<file path="src/rtl/ram_sum_ctrl_if.sv">
`default_nettype none
// ============================================================================
// Module   : ram_sum_ctrl_if
// Purpose  : Bundles the request/result handshake and the RAM address/data
//            pair used by ram_sum_ctrl.
// Signals  : start  - level-sampled run request
//            count  - number of words to sum (sampled with start)
//            addr   - address driven toward the asynchronous-read RAM
//            rdata  - RAM read data for the current addr (same cycle)
//            sum    - accumulated result
//            busy   - run in progress
//            done   - result valid
//            ovf    - sticky overflow flag (saturating build only)
// Modports : master - requester / RAM side
//            slave  - ram_sum_ctrl
// Revision : 1.0 - initial release
// ============================================================================
interface ram_sum_ctrl_if #(
  parameter int WIDTH = 32,
  parameter int CNT_W = 5
);
  logic             start;
  logic [CNT_W-1:0] count;
  logic [WIDTH-1:0] addr;
  logic [WIDTH-1:0] rdata;
  logic [WIDTH-1:0] sum;
  logic             busy;
  logic             done;
  logic             ovf;

  modport master (
    output start, count, rdata,
    input  addr, sum, busy, done, ovf
  );

  modport slave (
    input  start, count, rdata,
    output addr, sum, busy, done, ovf
  );
endinterface
`default_nettype wire

</file>
<file path="src/rtl/ram_sum_ctrl.sv">
`default_nettype none
// ============================================================================
// Module   : ram_sum_ctrl
// Purpose  : Walks addresses 0..N-1 of a DEPTH-word asynchronous-read RAM and
//            accumulates the words into a running sum, then flags done.
// Ports    : clk  - system clock, rising edge
//            rst  - asynchronous active-high reset
//            bus  - ram_sum_ctrl_if.slave (start, count, rdata in;
//                   addr, sum, busy, done, ovf out)
// Options  : RAM_SUM_SAT_EN - when defined, the accumulator saturates at
//            all-ones and raises a sticky ovf; otherwise it wraps and ovf
//            is tied to 0.
// Revision : 1.0 - initial release
// ============================================================================
module ram_sum_ctrl #(
  parameter int WIDTH = 32,
  parameter int DEPTH = 16,
  parameter int CNT_W = 5
) (
  input logic           clk,
  input logic           rst,
  ram_sum_ctrl_if.slave bus
);

  localparam int AW = (DEPTH > 1) ? $clog2(DEPTH) : 1;
  localparam logic [CNT_W-1:0] c_depth_cnt = CNT_W'(DEPTH);
  localparam logic [AW-1:0]    c_addr_last = AW'(DEPTH - 1);

  typedef enum logic [1:0] {
    S_IDLE = 2'd0,
    S_RUN  = 2'd1,
    S_DONE = 2'd2
  } state_t;

  state_t           r_state;
  state_t           w_state_nxt;
  logic [AW-1:0]    r_addr;
  logic [AW-1:0]    w_addr_nxt;
  logic [WIDTH-1:0] r_sum;
  logic [WIDTH-1:0] w_sum_nxt;
  logic [CNT_W-1:0] r_remaining;
  logic [CNT_W-1:0] w_remaining_nxt;
  logic [CNT_W-1:0] w_n;
  logic [WIDTH-1:0] w_acc;

  // Requested length, clamped so the walk never leaves the RAM.
  assign w_n = (bus.count > c_depth_cnt) ? c_depth_cnt : bus.count;

`ifdef RAM_SUM_SAT_EN
  logic             r_ovf;
  logic             w_ovf_nxt;
  logic [WIDTH:0]   w_wide;
  logic             w_acc_ovf;

  // Once the sum is all-ones, any further add either carries out or adds
  // zero, so saturation holds for the rest of the run without extra state.
  assign w_wide    = {1'b0, r_sum} + {1'b0, bus.rdata};
  assign w_acc_ovf = w_wide[WIDTH];
  assign w_acc     = w_wide[WIDTH] ? {WIDTH{1'b1}} : w_wide[WIDTH-1:0];
  assign bus.ovf   = r_ovf;
`else
  assign w_acc   = r_sum + bus.rdata;
  assign bus.ovf = 1'b0;
`endif

  // Next-state and datapath decode.
  always_comb begin
    w_state_nxt     = r_state;
    w_addr_nxt      = r_addr;
    w_sum_nxt       = r_sum;
    w_remaining_nxt = r_remaining;
`ifdef RAM_SUM_SAT_EN
    w_ovf_nxt       = r_ovf;
`endif
    case (r_state)
      S_IDLE, S_DONE: begin
        if (bus.start) begin
          w_sum_nxt  = '0;
          w_addr_nxt = '0;
`ifdef RAM_SUM_SAT_EN
          w_ovf_nxt  = 1'b0;
`endif
          w_remaining_nxt = w_n;
          w_state_nxt     = (w_n == '0) ? S_DONE : S_RUN;
        end
      end
      S_RUN: begin
        w_sum_nxt       = w_acc;
        w_remaining_nxt = r_remaining - CNT_W'(1);
`ifdef RAM_SUM_SAT_EN
        w_ovf_nxt       = r_ovf | w_acc_ovf;
`endif
        // A full-depth run would step past the last word; hold there so the
        // RAM is never addressed out of range.
        if (r_addr != c_addr_last) begin
          w_addr_nxt = r_addr + AW'(1);
        end
        if (r_remaining == CNT_W'(1)) begin
          w_state_nxt = S_DONE;
        end
      end
      default: begin
        w_state_nxt = S_IDLE;
      end
    endcase
  end

  always_ff @(posedge clk or posedge rst) begin
    if (rst) begin
      r_state     <= S_IDLE;
      r_addr      <= '0;
      r_sum       <= '0;
      r_remaining <= '0;
`ifdef RAM_SUM_SAT_EN
      r_ovf       <= 1'b0;
`endif
    end else begin
      r_state     <= w_state_nxt;
      r_addr      <= w_addr_nxt;
      r_sum       <= w_sum_nxt;
      r_remaining <= w_remaining_nxt;
`ifdef RAM_SUM_SAT_EN
      r_ovf       <= w_ovf_nxt;
`endif
    end
  end

  assign bus.addr = {{(WIDTH - AW){1'b0}}, r_addr};
  assign bus.sum  = r_sum;
  assign bus.busy = (r_state == S_RUN);
  assign bus.done = (r_state == S_DONE);

endmodule
`default_nettype wire

</file>
<file path="src/flat_wrapper.sv">
// flat-port wrapper written by rule: the top's interface ports become plain ports
module ram_sum_ctrl_flat 
#(
  parameter int WIDTH = 32,
  parameter int DEPTH = 16,
  parameter int CNT_W = 5
)
  (clk, rst, bus_start, bus_count, bus_rdata, bus_addr, bus_sum, bus_busy, bus_done, bus_ovf);
  ram_sum_ctrl_if #(.WIDTH(WIDTH), .CNT_W(CNT_W)) bus_i ();
  input logic clk;
  input logic rst;
  input wire logic [$bits(bus_i.start)-1:0] bus_start;
  input wire logic [$bits(bus_i.count)-1:0] bus_count;
  input wire logic [$bits(bus_i.rdata)-1:0] bus_rdata;
  output wire logic [$bits(bus_i.addr)-1:0] bus_addr;
  output wire logic [$bits(bus_i.sum)-1:0] bus_sum;
  output wire logic [$bits(bus_i.busy)-1:0] bus_busy;
  output wire logic [$bits(bus_i.done)-1:0] bus_done;
  output wire logic [$bits(bus_i.ovf)-1:0] bus_ovf;
  assign bus_i.start = bus_start;
  assign bus_i.count = bus_count;
  assign bus_i.rdata = bus_rdata;
  assign bus_addr = bus_i.addr;
  assign bus_sum = bus_i.sum;
  assign bus_busy = bus_i.busy;
  assign bus_done = bus_i.done;
  assign bus_ovf = bus_i.ovf;
  ram_sum_ctrl #(.WIDTH(WIDTH), .DEPTH(DEPTH), .CNT_W(CNT_W)) u_core (.clk(clk), .rst(rst), .bus(bus_i));
endmodule
</file>
<file path="config.mk">
export PLATFORM = sky130hd
export DESIGN_NAME = ram_sum_ctrl_flat
export DESIGN_NICKNAME = d
export VERILOG_FILES = /design/src/rtl/ram_sum_ctrl_if.sv /design/src/rtl/ram_sum_ctrl.sv /design/src/flat_wrapper.sv
export SDC_FILE = /design/constraint.sdc
export NUM_CORES = 1
export LEC_CHECK = 0
export ABC_AREA = 1
export CORE_MARGIN = 2
export CORE_UTILIZATION = 46
export DETAILED_ROUTE_END_ITERATION = 8
export GPL_TIMING_DRIVEN = 0
export PLACE_DENSITY = 0.85
export RECOVER_POWER = 100
export SLEW_MARGIN = 20
export SYNTH_ARGS = -nofsm -noshare
export SYNTH_HDL_FRONTEND = slang
export SYNTH_SLANG_ARGS = --single-unit
</file>
<file path="constraint.sdc">
create_clock -name clk -period 1.7 [get_ports clk]
set_input_delay 0.34 -clock clk [delete_from_list [all_inputs] [get_ports clk]]
set_output_delay 0.34 -clock clk [all_outputs]
set_load 0.005 [all_outputs]
</file>
==> results by group <==
Detailed routing
  • Post-route DRC: 0
  • DR WL/cell: 16.0 um
  • Detailed Route Iter0 Violations: 656
  • Drt via density: 5.47
  • Total wire length: 16100 um
  • Via Count: 5490
  • First-pass iteration count of the detailed router: 8
  • Post-route ant nets: 0

Clock network
  • CTS buffer count: 5
  • Clock sink total: 43
  • CTS tree: done
  • Clock root cell: clkbuf_8
  • Clock buffer depth: 2
  • H-Tree Depth: 2
  • Clk slew on worst S/H paths: 0.10 ns
  • Insertion delay to the later sink of the worst-skew pair: 0.32 ns

STA
  • Tmin final: 1.94 ns
  • FMAX: 0.515 GHz
  • RSZ-0062 raised after global routing: yes
  • Slew headroom: 52.2%
  • Hold_ws: 0.523 ns
  • Pins Over Slew Limit: 0
  • Fin worst setup slack: -0.242 ns
  • Final worst path period share: 114%
  • Worst-Margin Slew: 0.717 ns
  • Endpoints failing hold: 0
  • Setup violators final: 36
  • Skew final: 0.0129 ns

Yosys
  • Mean Syn Cell Area: 6.06 um2
  • Number of library cell types mapped by synthesis: 36
  • Flip-flop and latch count after synthesis: 43
  • Number of synthesized flops with an enable pin: 0
  • Cells after Synth: 730
  • FFs w/ async S/R, synth: 100%
  • Sequential fraction of the synthesis area: 24.3%
  • Synthesis Warnings: 0
  • Top_reg_cell synth: dfrtp_1
  • Leading area contributor after synthesis: nand2_1
  • Synth area leaders: nand2_1, dfrtp_1, inv_1
  • Post-synth top cells: nand2_1, inv_1, nand3_1, dfrtp_1, nor2_1
  • Synth Cell Area: 4420 um2
  • Top-area cell type share of the netlist area: 24.4%
  • Most numerous cell in the Yosys netlist: nand2_1

Worst setup path
  • Critical path fanouts, max: 4
  • CP max-delay cell: dfrtp_1
  • Worst Path Arrival: 2.15 ns
  • Worst r2r src: u_core.bus.sum[13]
  • Critical path capture point type: flop
  • Critical-path cell list: ha_4 > nand2_1 > nand2_1 > inv_1 > nand2_1 > nand2_1 > nand2_1 > nand2_1 > nand3_2 > nand2_2 > nand3_2 > nand2_1
  • Worst Setup Start Kind: flop
  • Crit path kind: flop to flop
  • WP data required: 1.91 ns
  • CP most frequent cell: nand2_1
  • Max incr delay on CP: 0.43 ns
  • CP startpoint: u_core.bus.sum[13]

Power and ir drop
  • Static Leakage: 3.58 nW
  • Cell Pwr Density: 2010 nW/um2
  • Peak VDD IR: 1050 uV

Die
  • Die Y: 102 um
  • DIE WIDTH: 102 um
  • Initial Util: 47.6%
  • Core Region: 9280 um2
  • IO Pins: 107
  • Die area: 10400 um2
  • Site row count: 35

Cells and area
  • Number of diodes: 0
  • Design Area, Final: 6690 um2
  • Layout Nets: 948
  • Footprint of the multi-input gates: 3570 um2
  • Seq. cell area: 1080 um2
  • Ratio of cells with drive above 1 in the final layout: 29.5%
  • Fill cells: 655
  • P&R area growth vs syn: 51.4%

Outcome
  • Failing checks: negative setup slack
  • Status: complete, but fails checks

Run
  • Max Cap Viol: 0

Placement
  • Post-DP Area: 5500 um2
  • PortBufs: 77
  • Post-place setup slack: -0.702 ns
  • HPWL after DPL: 9110 um
  • Routability cong.: 0.960

Global route
  • Total GRT Usage: 24.7%
  • Initial antenna violation count: 0
  • Grt ovf: 0
  • First-pass GRT wire length: 20600 um
  • Vias in the first global route: 4556
  • Largest net degree at the start of global routing: 26

Min path
  • HP Class: flop to flop
  • Worst hold start: u_core.bus.sum[30]
## final cells by class
| cell class | count | area share, % |
|---|---|---|
| Sequential cell | 43 | 16.1 |
| Timing Repair Buffer | 108 | 14.8 |
| Tap cell | 129 | 2.41 |
| Clock buffer | 6 | 1.08 |
| Multi-Input combinational cell | 546 | 53.3 |
| Buffer | 36 | 3.87 |
| Inverter | 133 | 7.50 |
| Clock inverter | 2 | 0.897 |
## layout by cell type, fill, tap and decap left out, types with 2 or more instances in the layout
cell type	instances
inv_1	116
clkbuf_4	3
nand2_1	225
o22ai_1	2
clkbuf_1	3
buf_6	3
nand2_2	56
nand3b_1	3
xor2_1	2
dlygate4sd3_1	7
nor2_1	26
bufinv_16	2
ha_2	2
nor2_2	13
clkbuf_8	5
o21ai_1	11
dlygate4sd2_1	19
o21ai_0	10
nor3_2	4
nand3_2	15
inv_2	16
nand4_1	5
ha_1	5
dlymetal6s2s_1	6
xnor2_1	2
clkdlybuf4s50_1	44
a32o_1	2
conb_1	29
a21oi_2	14
buf_2	5
nand3_4	6
dfrtp_1	43
nor2_4	10
buf_4	54
o21bai_1	3
a21oi_1	17
o221ai_1	3
nand3_1	27
nand2_4	16
ha_4	27
## registers in the layout (all words and copies together), names as in the netlist
signal and cells:
u_core.r_remaining 5, u_core.bus.sum 32, u_core.r_addr 4, u_core.r_state 2
## logic make-up (layout without fill, tap and decap cells)
logic type      after synthesis  after routing  share of synthesized area (%)
simple gates                409            409                           38.6
other cells                   1             29                         0.0848
compound gates               68             68                           8.74
fa+ha+maj                    35             35                           10.1
buf+inv                     169            285                           17.1
xor+xnor                      5              5                          0.991
flops                        43             43                           24.3
## power breakdown
group / internal [mW] / leakage [nW] / total [mW] / switching [mW]
registers: 1.58 / 0.524 / 2.17 / 0.593
logic: 4.35 / 2.99 / 10.3 / 5.94
clock network: 0.589 / 0.0654 / 1.01 / 0.425
total: 6.51 / 3.58 / 13.5 / 6.96
## final timing paths
kind                       cells after the start  slack [ns]                  to
max                                           12       -0.24  u_core.bus.sum[26]
min                                            2        0.52  u_core.bus.sum[30]
max reg2reg                                   12       -0.24  u_core.bus.sum[26]
min reg2reg                                    2        0.52  u_core.bus.sum[30]
max in group asynchronous                      3        0.24    u_core.r_addr[3]
min in group asynchronous                      2        0.57   u_core.bus.sum[9]
## stage by stage
stage                     utilization, %  power, mW  setup TNS, ns  cells
after floorplan                        -       6.85       -0.00239    758
after global placement              59.0       9.01         -40.96    964
after detailed placement            59.3       9.15         -14.19    965
after CTS                           66.9       11.4          -1.29    990
after global routing                72.1       14.3          -6.14   1003
final                               72.1       13.5          -3.39   1003
## critical path, delay by kind of cell, from the launching register on
kind                     cells  cell delay [ns]
adder cells (fa/ha/maj)      1             0.35
AND/OR/NAND/NOR             10             0.98
buffers and inverters        1             0.06
flip-flops                   1             0.43
## routing by layer
| layer | vias to the layer above | part of all wire, % | global-route usage [%] |
|---|---|---|---|
| li1 | 2495 | - | - |
| met3 | 101 | 10 | 4.04 |
| met4 | 0 | 5.9 | 10.4 |
| met1 | 2464 | 38 | 31.8 |
| met5 | - | 0 | 0 |
| met2 | 430 | 46 | 41.3 |
## repair_timing
item | in CTS | in global routing
pin swaps | 33 | 52
cloned | 0 | 0
endpoints found under the setup margin | 26 | 26
buffers inserted | 17 | 15
resized for setup | 93 | 131
hold buffers | 0 | 0
Power figures use the tool's default switching activity.
